File: config.mk
export PLATFORM = sky130hd
export DESIGN_NAME = fib_capture_fifo
export DESIGN_NICKNAME = d
export VERILOG_FILES = /design/src/rtl/fib_capture_fifo.sv
export SDC_FILE = /design/constraint.sdc
export NUM_CORES = 1
export LEC_CHECK = 0
export BUFFER_PORTS_ARGS = -buffer_cell sky130_fd_sc_hd__buf_4
export CAP_MARGIN = 20
export CORE_ASPECT_RATIO = 0.9
export CORE_MARGIN = 8
export CORE_UTILIZATION = 63
export DETAILED_ROUTE_END_ITERATION = 16
export PLACE_DENSITY = 0.85
export SYNTH_ARGS = -nofsm -noshare
export SYNTH_HDL_FRONTEND = slang
export SYNTH_SLANG_ARGS = --single-unit
File: constraint.sdc
create_clock -name wb_clk_i -period 13.9 [get_ports wb_clk_i]
set_input_delay 2.78 -clock wb_clk_i [delete_from_list [all_inputs] [get_ports wb_clk_i]]
set_output_delay 2.78 -clock wb_clk_i [all_outputs]
set_load 0.1 [all_outputs]
File: src/rtl/fib_capture_fifo.sv
// Captures each new stable value from the slow Fibonacci stage into a Wishbone-read FIFO.
// Define FIB_CAPTURE_TIMESTAMP_EN to add per-entry cycle stamps, readable at offset 0x10.
module fib_capture_fifo #(
   parameter int WIDTH = 30,
   parameter int DEPTH = 8
) (
   input  logic             wb_clk_i,
   input  logic             reset,
   input  logic [WIDTH-1:0] value_i,
   input  logic             wbs_stb_i,
   input  logic             wbs_cyc_i,
   input  logic             wbs_we_i,
   input  logic [5:0]       wbs_adr_i,
   input  logic [31:0]      wbs_dat_i,
   output logic             wbs_ack_o,
   output logic [31:0]      wbs_dat_o,
   output logic             irq_o
);
   localparam int AW = $clog2(DEPTH);
   localparam int CW = AW + 1;

   localparam logic [5:0] ADR_STATUS = 6'h00;
   localparam logic [5:0] ADR_POP    = 6'h04;
   localparam logic [5:0] ADR_CTRL   = 6'h08;
   localparam logic [5:0] ADR_CMD    = 6'h0C;
   localparam logic [5:0] ADR_STAMP  = 6'h10;

   logic [WIDTH-1:0] r_s1;
   logic [WIDTH-1:0] r_s2;
   logic [WIDTH-1:0] r_last;
   logic             r_have_last;
   logic [WIDTH-1:0] r_mem [DEPTH];
   logic [AW-1:0]    r_wr_ptr;
   logic [AW-1:0]    r_rd_ptr;
   logic [CW-1:0]    r_count;
   logic             r_ovf;
   logic             r_en;
   logic             r_irq_en;
   logic [3:0]       r_thr;
   logic             r_ack;
   logic [31:0]      r_dat;
   logic             r_irq;

   logic             w_req;
   logic             w_rd;
   logic             w_wr;
   logic             w_empty;
   logic             w_full;
   logic             w_pop;
   logic             w_flush;
   logic             w_clr_ovf;
   logic             w_ctrl_wr;
   logic             w_want;
   logic             w_push;
   logic             w_drop;
   logic [3:0]       w_thr_eff;
   logic             w_irq_next;
   logic [31:0]      w_status;
   logic [31:0]      w_ctrl;
   logic [31:0]      w_rdata;
   logic             w_unused;

   // A new request is only taken while ack is low, so every access acks exactly once.
   assign w_req     = wbs_stb_i & wbs_cyc_i & ~r_ack;
   assign w_rd      = w_req & ~wbs_we_i;
   assign w_wr      = w_req & wbs_we_i;
   assign w_empty   = (r_count == '0);
   assign w_full    = (r_count == CW'(DEPTH));
   assign w_pop     = w_rd & (wbs_adr_i == ADR_POP) & ~w_empty;
   assign w_flush   = w_wr & (wbs_adr_i == ADR_CMD) & wbs_dat_i[0];
   assign w_clr_ovf = w_wr & (wbs_adr_i == ADR_CMD) & wbs_dat_i[1];
   assign w_ctrl_wr = w_wr & (wbs_adr_i == ADR_CTRL);

   // A dropped value is not recorded as pushed, so it retries while held and lands on the next pop.
   assign w_want    = r_en & (r_s1 == r_s2) & (~r_have_last | (r_s2 != r_last));
   assign w_push    = w_want & (~w_full | w_pop) & ~w_flush;
   assign w_drop    = w_want & w_full & ~w_pop & ~w_flush;

   assign w_thr_eff  = (r_thr == 4'd0) ? 4'd1 : r_thr;
   assign w_irq_next = r_irq_en & ((5'(r_count) >= 5'(w_thr_eff)) | r_ovf);

   assign w_status = {21'b0, r_ovf, w_full, w_empty, 8'(r_count)};
   assign w_ctrl   = {20'b0, r_thr, 6'b0, r_irq_en, r_en};
   assign w_unused = ^{wbs_dat_i[31:12], wbs_dat_i[7:2]};

`ifdef FIB_CAPTURE_TIMESTAMP_EN
   logic [31:0] r_cyc;
   logic [31:0] r_pop_stamp;
   logic [31:0] r_stamp [DEPTH];

   always_ff @(posedge wb_clk_i) begin
      if (reset) begin
         r_cyc       <= '0;
         r_pop_stamp <= '0;
      end else begin
         r_cyc <= r_cyc + 32'd1;
         if (w_pop) r_pop_stamp <= r_stamp[r_rd_ptr];
      end
   end

   // Stamp is the count value of the cycle in which the entry becomes visible.
   always_ff @(posedge wb_clk_i) begin
      if (w_push) r_stamp[r_wr_ptr] <= r_cyc + 32'd1;
   end
`endif

   always_comb begin
      w_rdata = '0;
      if (!wbs_we_i) begin
         case (wbs_adr_i)
            ADR_STATUS: w_rdata = w_status;
            ADR_POP:    w_rdata = w_empty ? 32'd0 : 32'(r_mem[r_rd_ptr]);
            ADR_CTRL:   w_rdata = w_ctrl;
`ifdef FIB_CAPTURE_TIMESTAMP_EN
            ADR_STAMP:  w_rdata = r_pop_stamp;
`endif
            default:    w_rdata = '0;
         endcase
      end
   end

   always_ff @(posedge wb_clk_i) begin
      if (w_push) r_mem[r_wr_ptr] <= r_s2;
   end

   always_ff @(posedge wb_clk_i) begin
      if (reset) begin
         r_s1        <= '0;
         r_s2        <= '0;
         r_last      <= '0;
         r_have_last <= 1'b0;
         r_wr_ptr    <= '0;
         r_rd_ptr    <= '0;
         r_count     <= '0;
         r_ovf       <= 1'b0;
         r_en        <= 1'b1;
         r_irq_en    <= 1'b0;
         r_thr       <= 4'd1;
         r_ack       <= 1'b0;
         r_dat       <= '0;
         r_irq       <= 1'b0;
      end else begin
         r_s1  <= value_i;
         r_s2  <= r_s1;
         r_ack <= w_req;
         r_irq <= w_irq_next;
         if (w_req) r_dat <= w_rdata;

         if (w_ctrl_wr) begin
            r_en     <= wbs_dat_i[0];
            r_irq_en <= wbs_dat_i[1];
            r_thr    <= wbs_dat_i[11:8];
         end

         if (w_drop)         r_ovf <= 1'b1;
         else if (w_clr_ovf) r_ovf <= 1'b0;

         if (w_flush) begin
            r_wr_ptr    <= '0;
            r_rd_ptr    <= '0;
            r_count     <= '0;
            r_have_last <= 1'b0;
         end else begin
            if (w_push) begin
               r_wr_ptr    <= r_wr_ptr + AW'(1);
               r_last      <= r_s2;
               r_have_last <= 1'b1;
            end
            if (w_pop) r_rd_ptr <= r_rd_ptr + AW'(1);
            if (w_push && !w_pop)      r_count <= r_count + CW'(1);
            else if (!w_push && w_pop) r_count <= r_count - CW'(1);
         end
      end
   end

   assign wbs_ack_o = r_ack;
   assign wbs_dat_o = r_dat;
   assign irq_o     = r_irq;

endmodule
# Word-level counts from Yosys, hierarchy flattened

Memories as Yosys holds them, arrays and structs flattened. A register that Yosys moved wholly into a read port is not among the register bits.
Index checks and enable logic that the tools add are counted.

Register bits: 142
Memory bits (writable): 240
Output and inout port bits: 34
Logic and storage cells: 77
Memories kept: 1

Memories:

| name  | words | bits a word | rd ports | clocked after memory_dff | write ports | RTL line | RTL |
|---|---|---|---|---|---|---|---|
| r_mem | 8     | 30          | 1        | 1                        | 1           | 32       | `logic [WIDTH-1:0] r_mem [DEPTH];` |

Add/subtract/negate cells: 4
$lt $le $gt $ge: 1
Equality and inequality tests: 6
Mux-type cells: 12
Bitwise operators: 28
Reduce and logical (&&, ||, !) cells: 11

Operators with widths:

| kind                  | number |
|---|---|
| $pmux W30 S3          | 1 |
| $mux W30              | 2 |
| $eq A30 B30 Y1        | 1 |
| $ne A30 B30 Y1        | 1 |
| $and A1 B1 Y1         | 18 |
| $eq A6 B4 Y1 const B  | 2 |
| $mux W4               | 3 |
| $logic_not A4 Y1      | 2 |
| $not A1 Y1            | 7 |
| $add A3 B1 Y3 const B | 2 |
| $eq A6 B3 Y1 const B  | 1 |
| $logic_not A6 Y1      | 1 |
| $mux W3               | 2 |
| $add A4 B1 Y4 const B | 1 |
| $eq A4 B4 Y1 const B  | 1 |
| $ge A4 B4 Y1          | 1 |
| $mux W1               | 4 |
| $reduce_bool A2 Y1    | 2 |
| $sub A4 B1 Y4 const B | 1 |
| $or A1 B1 Y1          | 3 |
| $logic_and A1 B1 Y1   | 2 |
| $logic_not A1 Y1      | 2 |
| $reduce_and A2 Y1     | 1 |
| $reduce_or A2 Y1      | 1 |

# Longest topological paths before layout

Word-level depth: 12
Gate-level depth with buffers: 14

# Worst setup path before layout

OpenSTA, ideal clock, no wires.

Kind: input port to flip-flop
Start point: input port wbs_adr_i[4]
End point: memory r_mem[2][0], enable pin
Arrival: 6851 ps
Required time: 13439 ps
Path slack: 6588 ps
Stages: 8
Path through: or3_1 -> or4_1 -> buf_2 -> nor3_4 -> nor2_2 -> nor3_1 -> nand2b_1 -> nor3b_1

Longest elaborated chain between the ends: 8
Elaborated cells on any way between the ends: 12
Those cells by class: 2 x eq/ne; 2 x mux; 8 x bitwise

Ends and longest elaborated chain:

| what                              | RTL line | RTL |
|---|---|---|
| start: declaration                | 13       | `input logic [5:0] wbs_adr_i,` |
| $eq A6 B3 Y1                      | 69       | `assign w_pop = w_rd & (wbs_adr_i == ADR_POP) & ~w_empty;` |
| $and A1 B1 Y1 (2 in a row)        | 69       |  |
| $or A1 B1 Y1                      | 76       | `assign w_push = w_want & (~w_full \| w_pop) & ~w_flush;` |
| $and A1 B1 Y1                     | 76       |  |
| $and A1 B1 Y1 (*)                 | 76       |  |
| net w_push                        | 54       | `logic w_push;` |
| $mux W1 (*)                       | 123      | `if (w_push) r_mem[r_wr_ptr] <= r_s2;` |
| $mux W1 (implied by the code) (*) | 123      |  |
| end: declaration                  | 32       |  |

Mark *: on every way through the listed nets, which the timed path passes. The rest lies on a longest branch.

# Final worst setup path

Start point: input port wbs_adr_i[4]
End point: memory r_mem[4][23], enable pin

The elaborated chain is that of the path after synthesis.

==> impl_metrics.py <==
metrics = {
    "critical_path": {
        "crit_buf_inv": 2,
        "path_cells": "buf_4 > or3_1 > or4_1 > nor3_4 > nor2_2 > nor3_1 > nand2_1 > nor3_2 > buf_4",
        "path_max_fanout": 19,
        "slowest_delay_ns": 0.87,
        "cp-end-kind": "flop",
        "required_ns": 14.06,
        "cp_top_family": "simple AND/OR/NAND/NOR gates",
        "cp_common_cell": "buf_4",
        "critical_path_class": "input pin to flop",
        "cp_slowest_cell": "nor3_2",
        "startpoint_type": "input pin",
        "worstPathArrival_ns": 6.53,
    },
    "place": {
        "portBuffers": 78,
        "place_congestion": 0.812,
        "post-place-ws_ns": 6.87,
        "hpwl_um": 18300,
    },
    "die": {
        "die_y_um": 160,
        "dieArea_um2": 28300,
        "start_util_pct": 64.5,
        "core_um2": 22600,
        "io_pins": 107,
        "rows": 52,
        "die_x_um": 176,
    },
    "clocking": {
        "cts_root_buffer": "clkbuf_16",
        "clock-sinks": 383,
        "cts_buffers": 37,
        "post-cts-setup-buffer-count": 0,
        "tritoncts": "done",
        "cts_resized": 0,
        "ctsHoldBuffers": 0,
        "cts_max_level": 2,
        "ctsLongestPathBuffers": 3,
        "clock_latency_ns": 0.51,
        "clk_pin_slew_worst_paths_ns": 0.07,
    },
    "global_route": {
        "busiest_layer": "met2",
        "use_met1_pct": 28.5,
        "use_met2_pct": 35.5,
        "track_usage_pct": 21.4,
        "grt_overflow_total": 0,
        "first_global_vias": 8304,
        "antenna_found_initial": 0,
        "grt_pass1_wl_um": 46900,
        "grtUsageMet3_pct": 3.70,
        "grt_max_degree": 100,
    },
    "logic_synthesis": {
        "syn-cell-area_um2": 14600,
        "syn-instance-count": 929,
        "synth_ff_type": "edfxtp_1",
        "synth_most_common_cell": "edfxtp_1",
        "synth_edf_count": 240,
        "yosysTopAreaCell": "edfxtp_1",
        "ys.warnings.count": 0,
        "synth_cell_types": 40,
        "synth_area_leaders": "edfxtp_1, dfxtp_1, mux4_2",
        "synth.avg_cell_area_um2": 15.7,
        "synth_top_area_share_pct": 49.5,
        "seq_area_frac_synth_pct": 69.1,
        "ys_ff_latch": 383,
        "synth-async-reset-ratio_pct": 0,
        "synth_common_cells": "edfxtp_1, dfxtp_1, nor2_1, mux2i_1, nor2b_1",
    },
    "final_layout": {
        "antennaDiodeCount": 0,
        "nNetsFinal": 1100,
        "fillers": 1305,
        "syn2layout_area_growth_pct": 14.8,
        "drive_gt1_share_pct": 21.9,
    },
    "timing": {
        "hold_violations": 0,
        "finalWorstSetupSlack_ns": 7.53,
        "period_needed_ns": 6.37,
        "maxSlewViolCount": 0,
        "tns_ns": 0,
        "rsz0062_at_grt": "false",
        "maxSlewHeadroom_pct": 26.4,
        "fmax_mhz": 157,
        "setup_viol": 0,
        "tightest_slew_ns": 1.10,
        "fin_skew_ns": 0.0160,
        "period_share_pct": 45.8,
    },
    "run_status": {
        "status": "finished clean",
    },
    "route": {
        "drc": 0,
        "drtPass1Iterations": 7,
        "drt_wl_total_um": 30500,
        "vias": 8049,
        "wl_per_cell_um": 22.8,
        "ant_nets": 0,
        "vias_per_cell": 6.01,
        "drt_iter0_drc": 696,
    },
    "power": {
        "power_density_nw_per_um2": 136,
        "cellLeakagePower_uw": 0.00533,
        "vdd_drop_max_mv": 0.0972,
        "p_total_uw": 2270,
    },
    "hold_path": {
        "min_path_type": "flop to flop",
    },
    "run": {
        "cap_violations": 0,
    },
}
## flip-flops by register name (all words and copies together), names as in the netlist, named ones only
| signal | count |
|---|---|
| irq_o | 1 |
| r_count | 4 |
| r_en | 1 |
| r_have_last | 1 |
| r_irq_en | 1 |
| r_last | 30 |
| r_mem | 240 |
| r_ovf | 1 |
| r_rd_ptr | 3 |
| r_s1 | 30 |
| r_s2 | 30 |
| r_thr | 4 |
| r_wr_ptr | 3 |
| wbs_ack_o | 1 |
| wbs_dat_o | 30 |
## through the flow
stage | hold WS, ns | cells | area, µm² | utilization [%]
2_1_floorplan | 0.440 | 930 | 14600 | -
3_3_place_gp | 0.451 | 1270 | 15500 | 68.5
3_5_place_dp | 0.453 | 1270 | 15500 | 68.5
4_1_cts | 0.465 | 1335 | 16700 | 73.9
5_1_grt | 0.483 | 1340 | 16700 | 74.1
6_report | 0.460 | 1340 | 16700 | 74.1
## layout make-up
| type | count | area (µm²) | area share [%] |
|---|---|---|---|
| flip-flops and latches | 383 | 10100 | 60.2 |
| repair buffers | 97 | 743 | 4.44 |
| clock inverters | 10 | 134 | 0.800 |
| inverters | 6 | 22.5 | 0.135 |
| multi-input cells | 492 | 4300 | 25.7 |
| well taps | 297 | 372 | 2.22 |
| clock buffers | 55 | 1080 | 6.48 |
## tightest hold or removal path, cell delays in order (launching register included)
cell	delay, ns
dfxtp_1	0.31
nand2_1	0.05
a21oi_1	0.05
## logic make-up (layout without fill, tap and decap cells)
family          Yosys count  in the layout  synth area share [%]
flops                   383            383                  69.1
simple gates            230            230                  8.04
mux                     128            128                  13.9
xor+xnor                 67             67                  4.03
compound gates           55             55                  2.28
buf+inv                  55            168                  1.64
fa+ha+maj                10             10                 0.910
other cells               1              2                0.0257
## power breakdown
| part | total, µW | leakage (µW) | switching (µW) | internal [µW] |
|---|---|---|---|---|
| clock | 1000 | 0.000590 | 406 | 595 |
| combinational | 46.2 | 0.00162 | 24.3 | 21.9 |
| sequential | 1230 | 0.00313 | 16.7 | 1210 |
## metal layers
layer	routed length (µm)	share of wire [%]	vias up
li1	-	-	3604
met1	12700	42	4066
met2	15100	50	318
met3	1960	6.4	61
met4	749	2.5	0
met5	0	0	-
## path summary, 6_finish.rpt
path                startpoint            to  slack [ns]  depth (start not counted)
setup / recovery  wbs_adr_i[4]  r_mem[4][23]        7.53                          9
hold / removal    wbs_dat_o[8]  wbs_dat_o[8]        0.46                          2
setup reg to reg      r_s2[19]  r_mem[4][23]        9.43                          8
hold reg to reg   wbs_dat_o[8]  wbs_dat_o[8]        0.46                          2
## placed cells by master, fill, tap and decap left out, drive strengths merged, types with 2 or more instances in the layout
master	instances
a211o	2
a211oi	2
a21o	3
a21oi	30
a22oi	8
buf	96
bufinv	3
clkbuf	56
clkinv	4
clkinvlp	3
conb	2
dfxtp	143
edfxtp	240
ha	9
inv	6
mux2i	68
mux4	60
nand2	7
nand2b	4
nand3	4
nand4	12
nor2	111
nor2b	62
nor3	7
nor3b	6
nor4	8
o21ai	2
o22ai	5
o2bb2ai	2
or3	4
or4	2
xnor2	54
xor2	13
No activity file was read; power rests on OpenSTA's default activity.
